**config.mk**
```make
export PLATFORM = sky130hd
export DESIGN_NAME = oled_cmd_sequencer
export DESIGN_NICKNAME = d
export VERILOG_FILES = /design/src/rtl/oled_seq_pkg.sv /design/src/rtl/oled_cmd_fifo.sv /design/src/rtl/oled_cmd_sequencer.sv
export SDC_FILE = /design/constraint.sdc
export NUM_CORES = 1
export LEC_CHECK = 0
export BUFFER_PORTS_ARGS = -buffer_cell sky130_fd_sc_hd__buf_2
export CAP_MARGIN = 20
export CORE_ASPECT_RATIO = 0.8
export CORE_MARGIN = 4
export CORE_UTILIZATION = 64
export DETAILED_ROUTE_END_ITERATION = 16
export GPL_TIMING_DRIVEN = 0
export PLACE_DENSITY = 0.87
export SLEW_MARGIN = 20
export SYNTH_ARGS = -nofsm -noshare
export SYNTH_HDL_FRONTEND = slang
export SYNTH_SLANG_ARGS = --single-unit
```
**constraint.sdc**
```tcl
create_clock -name clk -period 4.4 [get_ports clk]
set_input_delay 0.44 -clock clk [delete_from_list [all_inputs] [get_ports clk]]
set_output_delay 0.44 -clock clk [all_outputs]
set_load 0.01 [all_outputs]
```
**src/rtl/oled_seq_pkg.sv**
```systemverilog
// Shared encodings and command-entry layout for the OLED command sequencer.
package oled_seq_pkg;

    typedef enum logic [1:0] {
        CMD_CHAR  = 2'b00,
        CMD_BMP   = 2'b01,
        CMD_CLEAR = 2'b10,
        CMD_RSVD  = 2'b11
    } cmd_e;

    typedef enum logic [1:0] {
        S_IDLE      = 2'b00,
        S_ISSUE     = 2'b01,
        S_WAIT_BUSY = 2'b10,
        S_WAIT_DONE = 2'b11
    } state_e;

    // Fields packed as {cmd,charval,row,col,bmp}; together they need 18 bits.
    typedef struct packed {
        cmd_e       cmd;
        logic [7:0] charval;
        logic [1:0] row;
        logic [3:0] col;
        logic [1:0] bmp;
    } cmd_entry_t;

    localparam int ENTRY_W = $bits(cmd_entry_t);

    function automatic cmd_entry_t pack_entry(input logic [1:0] cmd, input logic [7:0] charval,
                                              input logic [1:0] row, input logic [3:0] col,
                                              input logic [1:0] bmp);
        cmd_entry_t e;
        e.cmd     = cmd_e'(cmd);
        e.charval = charval;
        e.row     = row;
        e.col     = col;
        e.bmp     = bmp;
        return e;
    endfunction

endpackage

```
**src/rtl/oled_cmd_fifo.sv**
```systemverilog
// Synchronous command FIFO; DEPTH must be a power of two so pointers wrap naturally.
module oled_cmd_fifo #(
    parameter int DEPTH = 8,
    parameter int WIDTH = 18
) (
    input  logic                     clk,
    input  logic                     rst,
    input  logic                     push,
    input  logic [WIDTH-1:0]         wdata,
    input  logic                     pop,
    output logic [WIDTH-1:0]         rdata,
    output logic                     full,
    output logic                     empty,
    output logic [$clog2(DEPTH):0]   count
);
    localparam int AW = $clog2(DEPTH);
    localparam logic [AW:0] FULL_CNT = (AW+1)'(DEPTH);

    logic [WIDTH-1:0] mem [DEPTH];
    logic [AW-1:0]    wr_ptr, rd_ptr;
    logic             do_push, do_pop;

    // A pop in the full cycle does not open a slot for a same-cycle push.
    assign do_push = push && !full;
    assign do_pop  = pop && !empty;
    assign full    = (count == FULL_CNT);
    assign empty   = (count == '0);
    assign rdata   = mem[rd_ptr];

    always_ff @(posedge clk) begin
        if (do_push) mem[wr_ptr] <= wdata;
    end

    always_ff @(posedge clk) begin
        if (rst) begin
            wr_ptr <= '0;
            rd_ptr <= '0;
            count  <= '0;
        end else begin
            if (do_push) wr_ptr <= wr_ptr + 1'b1;
            if (do_pop)  rd_ptr <= rd_ptr + 1'b1;
            case ({do_push, do_pop})
                2'b10:   count <= count + 1'b1;
                2'b01:   count <= count - 1'b1;
                default: count <= count;
            endcase
        end
    end

endmodule

```
**src/rtl/oled_cmd_sequencer.sv**
```systemverilog
// Queues CHAR/BMP/CLEAR commands and issues them one at a time to oledDriver.
// Optional WAIT_DONE watchdog enabled by defining OLED_SEQ_TIMEOUT_EN.
module oled_cmd_sequencer
    import oled_seq_pkg::*;
#(
    parameter int FIFO_DEPTH    = 8,
    parameter int BUSY_WAIT_MAX = 16
`ifdef OLED_SEQ_TIMEOUT_EN
    ,
    parameter int TIMEOUT_CYCLES = 2**22
`endif
) (
    input  logic                          clk,
    input  logic                          rst,
    input  logic                          in_valid,
    output logic                          in_ready,
    input  logic [1:0]                    in_cmd,
    input  logic [7:0]                    in_charval,
    input  logic [1:0]                    in_row,
    input  logic [3:0]                    in_col,
    input  logic [1:0]                    in_bmp,
    input  logic                          drv_ready,
    output logic                          showchar,
    output logic                          showbmp,
    output logic                          clear,
    output logic [7:0]                    charval,
    output logic [1:0]                    char_row,
    output logic [3:0]                    char_col,
    output logic [1:0]                    bmp,
    output logic                          busy,
    output logic [$clog2(FIFO_DEPTH):0]   fifo_count,
    output logic                          err
);
    localparam int BW_W = $clog2(BUSY_WAIT_MAX + 1);

    state_e           state, state_nxt;
    cmd_entry_t       wentry, head;
    logic             fifo_full, fifo_empty;
    logic             push, pop;
    logic             stall, to_hit;
    logic [BW_W-1:0]  wb_cnt;

    assign in_ready = !fifo_full;
    // Reserved commands complete the handshake but never enter the queue.
    assign push     = in_valid && in_ready && (in_cmd != CMD_RSVD);
    assign wentry   = pack_entry(in_cmd, in_charval, in_row, in_col, in_bmp);
    assign busy     = (state != S_IDLE) || !fifo_empty;

    oled_cmd_fifo #(
        .DEPTH (FIFO_DEPTH),
        .WIDTH (ENTRY_W)
    ) u_fifo (
        .clk   (clk),
        .rst   (rst),
        .push  (push),
        .wdata (wentry),
        .pop   (pop),
        .rdata (head),
        .full  (fifo_full),
        .empty (fifo_empty),
        .count (fifo_count)
    );

`ifdef OLED_SEQ_TIMEOUT_EN
    localparam int TO_W = $clog2(TIMEOUT_CYCLES + 1);
    logic [TO_W-1:0] to_cnt;
    logic            err_q;

    assign to_hit = (state == S_WAIT_DONE) && !drv_ready && (to_cnt == TO_W'(TIMEOUT_CYCLES - 1));
    assign stall  = err_q;
    assign err    = err_q;

    always_ff @(posedge clk) begin
        if (rst) begin
            to_cnt <= '0;
            err_q  <= 1'b0;
        end else begin
            to_cnt <= (state == S_WAIT_DONE) ? to_cnt + 1'b1 : '0;
            if (to_hit) err_q <= 1'b1;
        end
    end
`else
    assign to_hit = 1'b0;
    assign stall  = 1'b0;
    assign err    = 1'b0;
`endif

    always_comb begin
        state_nxt = state;
        pop       = 1'b0;
        case (state)
            S_IDLE: begin
                if (!fifo_empty && drv_ready && !stall) begin
                    pop       = 1'b1;
                    state_nxt = S_ISSUE;
                end
            end
            S_ISSUE:     state_nxt = S_WAIT_BUSY;
            S_WAIT_BUSY: begin
                // A driver that never acknowledges is treated as having completed.
                if (!drv_ready)                                 state_nxt = S_WAIT_DONE;
                else if (wb_cnt == BW_W'(BUSY_WAIT_MAX - 1))    state_nxt = S_IDLE;
            end
            S_WAIT_DONE: if (drv_ready || to_hit) state_nxt = S_IDLE;
            default:     state_nxt = S_IDLE;
        endcase
    end

    always_ff @(posedge clk) begin
        if (rst) begin
            state    <= S_IDLE;
            wb_cnt   <= '0;
            showchar <= 1'b0;
            showbmp  <= 1'b0;
            clear    <= 1'b0;
            charval  <= '0;
            char_row <= '0;
            char_col <= '0;
            bmp      <= '0;
        end else begin
            state    <= state_nxt;
            wb_cnt   <= (state == S_WAIT_BUSY) ? wb_cnt + 1'b1 : '0;
            // Pulses are set on the pop edge so they coincide with the ISSUE cycle.
            showchar <= pop && (head.cmd == CMD_CHAR);
            showbmp  <= pop && (head.cmd == CMD_BMP);
            clear    <= pop && (head.cmd == CMD_CLEAR);
            if (pop) begin
                charval  <= head.charval;
                char_row <= head.row;
                char_col <= head.col;
                bmp      <= head.bmp;
            end
        end
    end

endmodule

```
==> out/summary.txt <==
Warnings, synthesis: 0
RSZ-0062 raised after global routing: no
CP bufs+invs: 3
fmax: 345 MHz
vias in the first global route: 3864
leak pwr: 2.80 nW
vias per cell: 6.24
port bufs: 45
status: complete, no violations
root buffer selected by CTS: clkbuf_16
Slew HR: 36.0%
DRC: 0
Tmin final: 2.89 ns
clk_skew: 0.00633 ns
Post-Synth XOR/XNOR Area: 1.11%
Hold WS: 0.286 ns
ys flop type: edfxtp_1
synth top area cells: edfxtp_1 (62%), mux4_2 (12%), dfxtp_1 (11%)
Avg WL per Cell: 23.7 um
Clk pin slew, worst setup/hold paths: 0.06 ns
Post-Synth Simple-Gate Area: 7.44%
Synth Area per Inst: 18.5 um^2
worst r2r path cells: 12
Finished Layout Cells: 603
DR vias: 3761
htree depth: 4
Req. time, crit path: 4.74 ns
fillcell total: 526
placed insts: 571
cells along the critical path: buf_6, or4_4, nand2_2, inv_2, buf_2, ha_1, xor2_1, ha_1, a21oi_1, xor2_1, or3_1, a21oi_1
pwr dens: 549 mW/mm^2
Max IR drop VDD: 0.492 mV
Post-Syn Area: 0.00701 mm^2
Pre-antenna DRT Iters: 5
Post-Syn Nets: 407
initial antenna violation count: 0
DP HPWL: 8560 um
Crit path arrival time: 3.24 ns
CP max-delay cell: or4_4
drt initial violations: 399
worst hold path type: input port to flip-flop
worst setup slack after layout: 1.51 ns
largest family of logic cells by synthesized area: multiplexers
Detail Route Antenna Nets: 0
hold path cells: 1
GP Congestion: 0.744
clk buf depth: 2
number of enable flip-flop cells after synthesis: 144
fin crit share: 65.8%
post-synthesis mux area share: 12.2%
CTS Hold Buffers Added: 0
max-slew violation count: 0
max-cap violation count: 0
area grow syn2layout: 15.8%
Inserted Diodes: 0
Hold Violations, Final: 0
largest net degree at the start of global routing: 19
number of synthesized register bits: 183
Design Power: 4.45 mW
CTS tree: done
Initial Util: 66.8%
Die Height: 102 um
sequential element share of the synthesized area: 72.8%
Critical Path Max Stage Delay: 0.58 ns
final WL: 14300 um
worst skew pair latency: 0.42 ns
layout net count: 479
Yosys top cell by area: edfxtp_1
CTS resizes: 0
Final Setup Violations: 0
pre-CTS setup slack: 1.47 ns
worst slew pin tran: 0.961 ns
Worst Path Max Fanout: 11
Synth Area in Compound Gates: 3.36%
distinct cell type count after synthesis: 44
share of cells above drive strength 1: 36.7%
Top Ports: 48
Post-CTS Setup Inserts: 0
Sink Count: 183
Final TNS setup: 0 ns
Critical Path Source Type: flip-flop
FFs w/ async S/R, synth: 0%
critical path endpoint category: flip-flop
GRT Overall Usage: 24.2%
TritonCTS Buffers: 17
post-synthesis cell count: 378
Crit Path Class: flip-flop to flip-flop
adder-cell area share of the yosys netlist: 1.25%
# rows: 33
Core Box Area: 0.0105 mm^2
Die Area: 0.0127 mm^2
WP depth: 12
Crit path max-delay family: simple AND/OR/NAND/NOR gates
Die X: 125 um
first-pass GRT wire length: 22300 um
total grt overflow: 0
post-synth top area share: 61.7%
==> layer usage <==
layer | routed length, um | share of wire (%) | global-route usage (%)
met5 | 0 | 0 | 0
met4 | 167 | 1.2 | 6.83
met3 | 1080 | 7.6 | 5.96
met2 | 7290 | 51 | 40.6
met1 | 5730 | 40 | 32.4
==> cells in the final DEF (no fill, tap or decap), types with 2 or more instances in the layout <==
cell type,netlist,routed
edfxtp_1,144,144
buf_2,4,49
dfxtp_1,39,39
mux4_2,36,36
nor2_1,38,32
clkbuf_16,0,17
nor3_2,11,13
o22ai_2,11,11
nand2_1,10,10
clkbuf_1,7,7
buf_4,3,7
ha_1,7,7
buf_6,2,6
xor2_1,6,6
a21oi_1,6,6
o22ai_1,6,6
nor3_1,8,6
nand2b_1,5,5
nor2_2,0,4
mux2i_1,3,3
clkinvlp_4,0,3
inv_6,0,3
inv_1,2,2
and3_1,2,2
nand4_1,2,2
nor2_4,0,2
nand3_4,2,2
nand3_1,2,2
o21ai_0,2,2
clkbuf_8,0,2
bufinv_16,0,2
clkinv_4,0,2
clkinv_1,0,2
==> synth_stat cells, types with 3 or more instances <==
master    count
o22ai_2      11
mux4_2       36
nand2_1      10
nor3_1        8
a21oi_1       6
clkbuf_1      7
mux2i_1       3
buf_4         3
edfxtp_1    144
o22ai_1       6
nor2_1       38
buf_2         4
xor2_1        6
ha_1          7
dfxtp_1      39
nand2b_1      5
nor3_2       11
==> flip-flops by register name, summed over array words and instances (netlist names), 3 cells and up, named ones only <==
register	flops
charval	8
u_fifo.wr_ptr	3
u_fifo.mem	144
wb_cnt	5
u_fifo.count	4
u_fifo.rd_ptr	3
char_col	4
==> worst paths after layout <==
check / start / to / slack [ns]
max: u_fifo.count[1]$_SDFFE_PP0P_ / u_fifo.count[2]$_SDFFE_PP0P_ / 1.51
min: in_bmp[1] / u_fifo.mem[2][1]$_DFFE_PP_ / 0.29
max reg2reg: u_fifo.count[1]$_SDFFE_PP0P_ / u_fifo.count[2]$_SDFFE_PP0P_ / 1.51
min reg2reg: wb_cnt[0]$_SDFF_PP0_ / wb_cnt[0]$_SDFF_PP0_ / 0.46
==> area by class of cell <==
cell class                 instances  area [um^2]  share of cell area (%)
timing repair buffer              53          300                    3.70
clock inverter                    13          145                    1.79
multi-input combinational        174         1810                    22.3
sequential                       183         5100                    62.9
tap                              140          175                    2.16
clock buffer                      19          453                    5.58
buffer                            18          116                    1.43
inverter                           3         11.3                   0.139
==> logic make-up (layout without fill, tap and decap cells) <==
family                     count (synthesis)  count (layout)
AOI/OAI and AO/OA                         27              27
muxes                                     40              40
adders and majority gates                  7               7
xor gates and xnor gates                   8               8
other                                      1               1
DFF                                      183             183
buffers and inverters                     21             106
and+or+nand+nor                           91              91
==> through the flow <==
step           cell area [um^2]  utilization [%]
6_report                   8120             77.4
5_1_grt                    8120             77.4
4_1_cts                    8120             77.4
3_5_place_dp               7520             71.7
3_3_place_gp               7410             70.7
2_1_floorplan              7010                -
==> where the power goes <==
part / switching (mW) / internal (mW) / total (mW)
Sequential: 0.0890 / 2.00 / 2.09
Clock: 0.643 / 0.874 / 1.52
Combinational: 0.489 / 0.356 / 0.845
Total: 1.22 / 3.23 / 4.45
Note: power is estimated with default switching activity, not from simulation.
